### src/rtl/block_c_pkg.sv
// block_c_pkg: shared types and sizing helpers for block_c.
package block_c_pkg;
   typedef enum logic {SHIFT, PARITY} state_t;
   localparam int DATA_WIDTH_MAX = 32;
   function automatic int level_w(input int depth);
      return $clog2(depth + 1);
   endfunction
endpackage

### src/rtl/block_c_fifo.sv
// block_c_fifo: show-ahead FIFO with occupancy level and drop indication.
module block_c_fifo
   import block_c_pkg::*;
#(
   parameter int W = 8,
   parameter int DEPTH = 4,
   localparam int LW = level_w(DEPTH),
   localparam int PW = $clog2(DEPTH)
) (
   input logic clk,
   input logic rst,
   input logic push,
   input logic ready,
   input logic [W-1:0] din,
   output logic [W-1:0] dout,
   output logic valid,
   output logic [LW-1:0] level,
   output logic drop
);
   logic [W-1:0] mem [DEPTH];
   logic [PW-1:0] wr_ptr, rd_ptr;
   logic pop, push_ok;
   assign valid = level != '0;
   assign pop = valid && ready;
   // a full FIFO still takes a word when the head leaves on the same edge
   assign push_ok = push && (level != LW'(DEPTH) || pop);
   assign drop = push && !push_ok;
   assign dout = valid ? mem[rd_ptr] : '0;
   always_ff @(posedge clk or posedge rst)
      if (rst) begin
         wr_ptr <= '0;
         rd_ptr <= '0;
         level <= '0;
      end else begin
         wr_ptr <= wr_ptr + PW'(push_ok);
         rd_ptr <= rd_ptr + PW'(pop);
         level <= level + LW'(push_ok) - LW'(pop);
      end
   always_ff @(posedge clk)
      if (push_ok) mem[wr_ptr] <= din;
endmodule

### src/rtl/block_c.sv
// block_c: LSB-first serial-to-word capture into a show-ahead FIFO with sticky overflow.
// Define BLOCK_C_PARITY_EN to add an even-parity bit per word and the parity_err pulse.
module block_c
   import block_c_pkg::*;
#(
   parameter int DATA_WIDTH = 8,
   parameter int FIFO_DEPTH = 4
) (
   input logic clk,
   input logic rst,
   input logic data_en,
   input logic data_in_out_2,
   input logic data_ready,
   input logic clr_overflow,
   output logic [DATA_WIDTH-1:0] data_out,
   output logic data_valid,
   output logic [$clog2(FIFO_DEPTH+1)-1:0] fifo_level,
   output logic overflow
`ifdef BLOCK_C_PARITY_EN
   ,
   output logic parity_err
`endif
);
   localparam int CW = $clog2(DATA_WIDTH);
   localparam logic [CW-1:0] LAST = CW'(DATA_WIDTH - 1);
   logic [DATA_WIDTH-1:0] shreg, shreg_nx, word;
   logic [CW-1:0] bit_cnt;
   logic shift_en, push, drop;
   always_comb begin
      shreg_nx = shreg;
      shreg_nx[bit_cnt] = data_in_out_2;
   end
`ifdef BLOCK_C_PARITY_EN
   state_t state, state_nx;
   logic par_bad;
   always_ff @(posedge clk or posedge rst)
      if (rst) state <= SHIFT;
      else state <= state_nx;
   always_comb
      state_nx = !data_en ? state : (state == SHIFT && bit_cnt == LAST) ? PARITY : SHIFT;
   always_comb begin
      shift_en = data_en && state == SHIFT;
      par_bad = ^shreg ^ data_in_out_2;
      push = data_en && state == PARITY && !par_bad;
      word = shreg;
   end
   always_ff @(posedge clk or posedge rst)
      if (rst) parity_err <= 1'b0;
      else parity_err <= data_en && state == PARITY && par_bad;
`else
   // the last bit bypasses shreg so the word is pushed on its own strobe
   always_comb begin
      shift_en = data_en;
      push = data_en && bit_cnt == LAST;
      word = shreg_nx;
   end
`endif
   always_ff @(posedge clk or posedge rst)
      if (rst) begin
         shreg <= '0;
         bit_cnt <= '0;
      end else if (shift_en) begin
         shreg <= shreg_nx;
         bit_cnt <= bit_cnt == LAST ? '0 : bit_cnt + CW'(1);
      end
   always_ff @(posedge clk or posedge rst)
      if (rst) overflow <= 1'b0;
      else if (drop) overflow <= 1'b1;
      else if (clr_overflow) overflow <= 1'b0;
   block_c_fifo #(.W(DATA_WIDTH), .DEPTH(FIFO_DEPTH)) u_fifo (
      .clk(clk),
      .rst(rst),
      .push(push),
      .ready(data_ready),
      .din(word),
      .dout(data_out),
      .valid(data_valid),
      .level(fifo_level),
      .drop(drop)
   );
endmodule

### config.mk
export PLATFORM = sky130hd
export DESIGN_NAME = block_c
export DESIGN_NICKNAME = d
export VERILOG_FILES = /design/src/rtl/block_c_pkg.sv /design/src/rtl/block_c_fifo.sv /design/src/rtl/block_c.sv
export SDC_FILE = /design/constraint.sdc
export NUM_CORES = 1
export LEC_CHECK = 0
export ABC_AREA = 1
export CORE_MARGIN = 2
export CORE_UTILIZATION = 55
export DETAILED_ROUTE_END_ITERATION = 7
export HOLD_SLACK_MARGIN = 0.03
export PLACE_DENSITY = 0.76
export SKIP_CTS_REPAIR_TIMING = 1
export SLEW_MARGIN = 20
export SYNTH_ARGS = -nofsm -noshare
export SYNTH_HDL_FRONTEND = slang
export SYNTH_HIERARCHICAL = 1
export SYNTH_SLANG_ARGS = --single-unit
### constraint.sdc
create_clock -name clk -period 2.7 [get_ports clk]
set_input_delay 0.405 -clock clk [delete_from_list [all_inputs] [get_ports clk]]
set_output_delay 0.405 -clock clk [all_outputs]
set_load 0.02 [all_outputs]
==> metrics.txt, run 1 <==
count of buffering cells on the critical path with inverters included=2; result of the run=finished clean; delay of the slowest critical-path stage=0.61 ns; total negative setup slack=0 ns; Die Y-Extent=72.67 um; DRC errors left=0; Most used DFF post-synth=sky130_fd_sc_hd__edfxtp_1; max-cap check violation count=0; detail-routed via count per cell=4.906; antenna cell count=0; layout cells sized above 1=0.1739; area of all placed cells without fillers=0.002983 mm^2; worst r2r dst=u_fifo/level[2]; Period minus WS final=2.381 ns; number of flip-flops and latches in the synthesized netlist=51; Initial Utilization=0.5836; slew margin rel.=0.6686; area grow syn2layout=15.00%; H-Tree Depth=2; Critical Path End Type=output pin; gpl congestion=0.7871; met3 layer wire length in the routed design=141 um; Leakage Power=1.407 nW; instance area after placement=0.002850 mm^2; DP HPWL=3.027 mm; Final period util=0.8818; critical path, cell by cell=inv_4, nand2_1, nand3_1, a21oi_2, clkdlybuf4s50_1; remaining global-route overflow=0; Max Buffers Root-to-Sink=2; biggest fanout along the worst timing path=16; reg-to-reg slack, setup=0.46 ns; clock insertion delay at the later pin of the skew report=0.30 ns; CP Class=register to output pin; buffer cell driving the clock tree root=sky130_fd_sc_hd__clkbuf_8; synthesized net count=~280; worst hold-check path type=input port to async pin; Worst path top cell family by delay=buffers and inverters; smallest setup slack after layout=0.3191 ns; total I/O pin count=19; count of final max-slew check failures=0; Crit Reg-Reg Startpoint=bit_cnt[1]; global-route wire length before repair=7.369 mm; WL final=between 4 and 5 mm; Hold Vio Cnt, Final=0; final worst clock skew=0.01035 ns; Pwr Density=1108 mW/mm^2; drt wl/cell=11.88 um; number of buffers added on ports=18; number of iterations in the first detailed-routing pass=4; Detail Route Antenna Nets=0; highest-count cells in the layout ignoring fill and taps=sky130_fd_sc_hd__nand2_1 (61), sky130_fd_sc_hd__inv_1 (53), sky130_fd_sc_hd__edfxtp_1 (32); vias in the first global route=approximately 1700; Unique masters post-synth=25; Die ar.=about 0.0053 mm^2; Placeable Area=0.004444 mm^2; met2 routed WL=2.107 mm; highest routed metal layer=met4; most common library cell in the layout ignoring fill and taps=sky130_fd_sc_hd__nand2_1; Worst Max-Slew Pin Slew=0.4965 ns; sequential element share of the synthesized area=0.5538; CTS tree=built; critical path required time=2.30 ns; GRT Overall Usage=0.1864; Die Width=72.67 um; 1st-iter DRT viols=about 130; CTS Buf Count=5; Cells after Synth=270; pre-CTS WS=~0.22 ns; Slowest cell on crit path=sky130_fd_sc_hd__clkdlybuf4s50_1; beginning of the critical path=u_fifo/rd_ptr[0]; CTS sink cnt=slightly above 50; number of antenna violations at the first check in global routing=0; metal1 wirelength=between 1.5 and 2 mm; Peak VDD IR=0.6932 mV; endpoint arrival time on the critical path=just under 2 ns; netlist area before placement=0.002594 mm^2; largest net degree at the start of global routing=17; Setup crit start kind=register; synthesized area per cell=9.606 um^2; row count=24; Clock Pin Slew Worst Setup and Hold Paths=0.09 ns; logic depth of the worst register-to-register path=13; Achievable Freq=420.0 MHz; unrepaired setup endpoints after global routing=no; via count=about 1700; final setup fails=0; number of flops mapped to enable cells by yosys=32; total number of yosys warnings=6; async set-reset flop share out of synthesis=0.3725; count of nets after finishing=311
flip-flops by register name, indices dropped and copies added (netlist names):
signal         cells
overflow           1
u_fifo/rd_ptr      2
u_fifo/level       3
u_fifo/wr_ptr      2
shreg              8
bit_cnt            3
u_fifo/mem        32
cells in the mapped netlist, types with 6 or more instances:
cell | n | share of area
sky130_fd_sc_hd__nand2_1 | 61 | 0.088
sky130_fd_sc_hd__inv_1 | 53 | 0.077
sky130_fd_sc_hd__edfxtp_1 | 32 | 0.37
sky130_fd_sc_hd__nand3_1 | 28 | 0.054
sky130_fd_sc_hd__dfrtp_1 | 19 | 0.18
sky130_fd_sc_hd__nand2_2 | 10 | 0.024
sky130_fd_sc_hd__a21oi_2 | 8 | 0.027
sky130_fd_sc_hd__and2_1 | 8 | 0.019
sky130_fd_sc_hd__ha_1 | 6 | 0.029
sky130_fd_sc_hd__nand4_1 | 6 | 0.014
sky130_fd_sc_hd__nor2_1 | 6 | 0.0087
worst max path at each step:
stage / to / slack, ns / depth (start not counted)
after detailed placement: u_fifo/level[2] / 0.22 / 12
after floorplan: u_fifo/level[2] / 0.35 / 12
after CTS: data_out[4] / 0.30 / 5
after global placement: u_fifo/level[2] / 0.25 / 12
final: data_out[1] / 0.32 / 5
after global routing: data_out[3] / 0.19 / 5
report_power, final:
group	total [mW]	switching (mW)	internal, mW
registers	1.22	0.144	1.07
clock network	0.604	0.234	0.370
logic	1.48	0.870	0.614
cell families (layout without fill, tap and decap cells):
kind of cell	after synthesis	after routing	synth area share
XOR/XNOR	3	3	0.01013
AO/OA/AOI/OAI	12	12	0.03570
flip-flops	51	51	0.5538
adder cells (fa/ha/maj)	7	7	0.03666
buffers and inverters	70	99	0.1211
AND/OR/NAND/NOR	127	127	0.2426
layer usage:
metal,global-route usage,vias to the layer above
li1,-,903
met1,0.2192,777
met2,0.3222,34
met3,0.04972,8
met4,0.07819,0
met5,0,-
per-stage QoR:
stage                     hold slack (ns)  cells    util  power [mW]
after global routing               0.3652    351  0.6712       3.554
after CTS                          0.3592    351  0.6712       3.328
after detailed placement           0.4647    343  0.6413       2.725
after floorplan                    0.2084    270       -       2.290
final                              0.3553    351  0.6712       3.304
after global placement             0.4623    343  0.6413       2.682
final cells by class:
class	instances	area, um^2
clock buffer	6	72.57
inverter	62	242.7
clock inverter	2	60.06
timing repair buffer	29	262.8
multi-input combinational	149	843.3
sequential	51	1436
tap	52	65.06
fill	322	1461
Note: power is estimated with default switching activity, not from simulation.
==> run 2, diff against run 1 <==
--- a/config.mk
+++ b/config.mk
@@ -7,10 +7,10 @@
 export LEC_CHECK = 0
 export ABC_AREA = 1
 export CORE_MARGIN = 2
-export CORE_UTILIZATION = 55
+export CORE_UTILIZATION = 43
 export DETAILED_ROUTE_END_ITERATION = 7
 export HOLD_SLACK_MARGIN = 0.03
-export PLACE_DENSITY = 0.76
+export REMOVE_ABC_BUFFERS = 1
 export SKIP_CTS_REPAIR_TIMING = 1
 export SLEW_MARGIN = 20
 export SYNTH_ARGS = -nofsm -noshare
==> metrics.txt, run 2 (synthesis results as in run 1) <==
number of antenna violations at the first check in global routing=0; worst r2r dst=u_fifo/level[2]; Worst Max-Slew Pin Slew=0.5132 ns; total I/O pin count=19; flip-flop count of the largest register after layout=32; vias in the first global route=1589; last element of the critical path=data_out[0]; Initial Utilization=0.4407; row count=28; 1st-iter DRT viols=41; biggest fanout along the worst timing path=10; CTS tree=built; final setup fails=0; highest-count cells in the layout ignoring fill and taps=sky130_fd_sc_hd__nand2_1 (61), sky130_fd_sc_hd__inv_1 (53), sky130_fd_sc_hd__edfxtp_1 (32); critical path required time=2.30 ns; Leakage Power=1.393 nW; Hold Vio Cnt, Final=0; Final period util=0.9004; Placeable Area=0.005886 mm^2; Peak VDD IR=roughly 0.48 mV; result of the run=finished clean; CTS sink cnt=51; GRT Overall Usage=0.1531; number of buffers added on ports=18; remaining global-route overflow=0; area grow syn2layout=15.24%; worst hold slack across all endpoints=about 0.36 ns; count of nets after finishing=311; Period minus WS final=2.431 ns; Die Y-Extent=81.67 um; DP HPWL=around 3.1 mm; most common library cell in the layout ignoring fill and taps=sky130_fd_sc_hd__nand2_1; unrepaired setup endpoints after global routing=no; Detail Route Antenna Nets=0; Die Width=81.67 um; Critical Path End Type=output pin; logic depth of the worst register-to-register path=13; number of iterations in the first detailed-routing pass=4; largest net degree at the start of global routing=19; via count=between 1500 and 2000; beginning of the critical path=u_fifo/rd_ptr[1]; WL final=4.624 mm; buffer cell driving the clock tree root=sky130_fd_sc_hd__clkbuf_8; endpoint arrival time on the critical path=2.03 ns; Regs by FF count=u_fifo/mem (32), shreg (8); Achievable Freq=411.3 MHz; antenna cell count=0; reg-to-reg slack, setup=between 0.3 and 0.4 ns; Pwr Density=1085 mW/mm^2; placed cell count=about 370; Max Buffers Root-to-Sink=2; detail-routed via count per cell=4.524; max-cap check violation count=0; DRC errors left=0; CP Class=register to output pin; layout cells sized above 1=0.1739; Clock Pin Slew Worst Setup and Hold Paths=0.09 ns; number of standard cells in the layout, taps in and fillers out=374; final worst clock skew=0.005669 ns; Die ar.=0.006669 mm^2; CTS Buf Count=5; total negative setup slack=0 ns; count of final max-slew check failures=0; Reg with most FFs=u_fifo/mem; worst hold-check path type=input port to async pin; Setup crit start kind=register; gpl congestion=0.7842; H-Tree Depth=2; clock insertion delay at the later pin of the skew report=0.31 ns; global-route wire length before repair=7.438 mm; slew margin rel.=0.6575; Crit Reg-Reg Startpoint=bit_cnt[0]; drt wl/cell=12.36 um
-- run 2: cell count changes in the layout (fill, tap and decap cells not counted) --
cell                         before  now
sky130_fd_sc_hd__clkinvlp_4       0    1
sky130_fd_sc_hd__bufinv_16        2    1
-- run 2: report_power, final --
part           switching (mW)  internal, mW
registers               0.122          1.07
clock network           0.250         0.277
logic                   0.909         0.615
total                    1.28          1.96
-- run 2: final cells by class --
| class | instances | area [um^2] |
|---|---|---|
| inverters | 62 | 242.7 |
| repair buffers | 29 | 262.8 |
| multi-input cells | 149 | 843.3 |
| well taps | 75 | 93.84 |
| flip-flops and latches | 51 | 1436 |
| fillers | 548 | 2897 |
| clock inverters | 2 | 37.54 |
| clock buffers | 6 | 72.57 |
-- run 2: worst min path at each step --
stage          cells after the start  slack [ns]          endpoint      from
2_1_floorplan                      1        0.21   u_fifo/level[0]       rst
3_3_place_gp                       2        0.46          shreg[7]  shreg[7]
3_5_place_dp                       2        0.47          shreg[3]  shreg[3]
4_1_cts                            2        0.37   u_fifo/level[0]       rst
5_1_grt                            2        0.38  u_fifo/wr_ptr[0]       rst
6_report                           2        0.36  u_fifo/rd_ptr[1]       rst
-- run 2: per-layer routing --
metal | part of all wire | GRT usage
met3 | 0.028 | 0.03736
met1 | 0.48 | 0.1916
met2 | 0.48 | 0.2582
met4 | 0.011 | 0.05667
met5 | 0 | 0
-- run 2: metrics by stage --
step | total power, mW | worst slack, ns | area (um^2) | util
after floorplan | 2.196 | 0.1602 | 2522 | -
after global placement | 2.715 | 0.2024 | 2879 | 0.4892
after detailed placement | 2.747 | 0.1444 | 2879 | 0.4892
after CTS | 3.276 | 0.2471 | 2989 | 0.5079
after global routing | 3.466 | 0.1951 | 2989 | 0.5079
final | 3.244 | 0.2690 | 2989 | 0.5079
-- run 2: worst max-delay path, stage by stage, from the launching register on --
cell and delay [ns]:
sky130_fd_sc_hd__dfrtp_1 0.56, sky130_fd_sc_hd__inv_2 0.26, sky130_fd_sc_hd__nand3_1 0.13, sky130_fd_sc_hd__a21oi_2 0.14, sky130_fd_sc_hd__clkdlybuf4s50_1 0.62
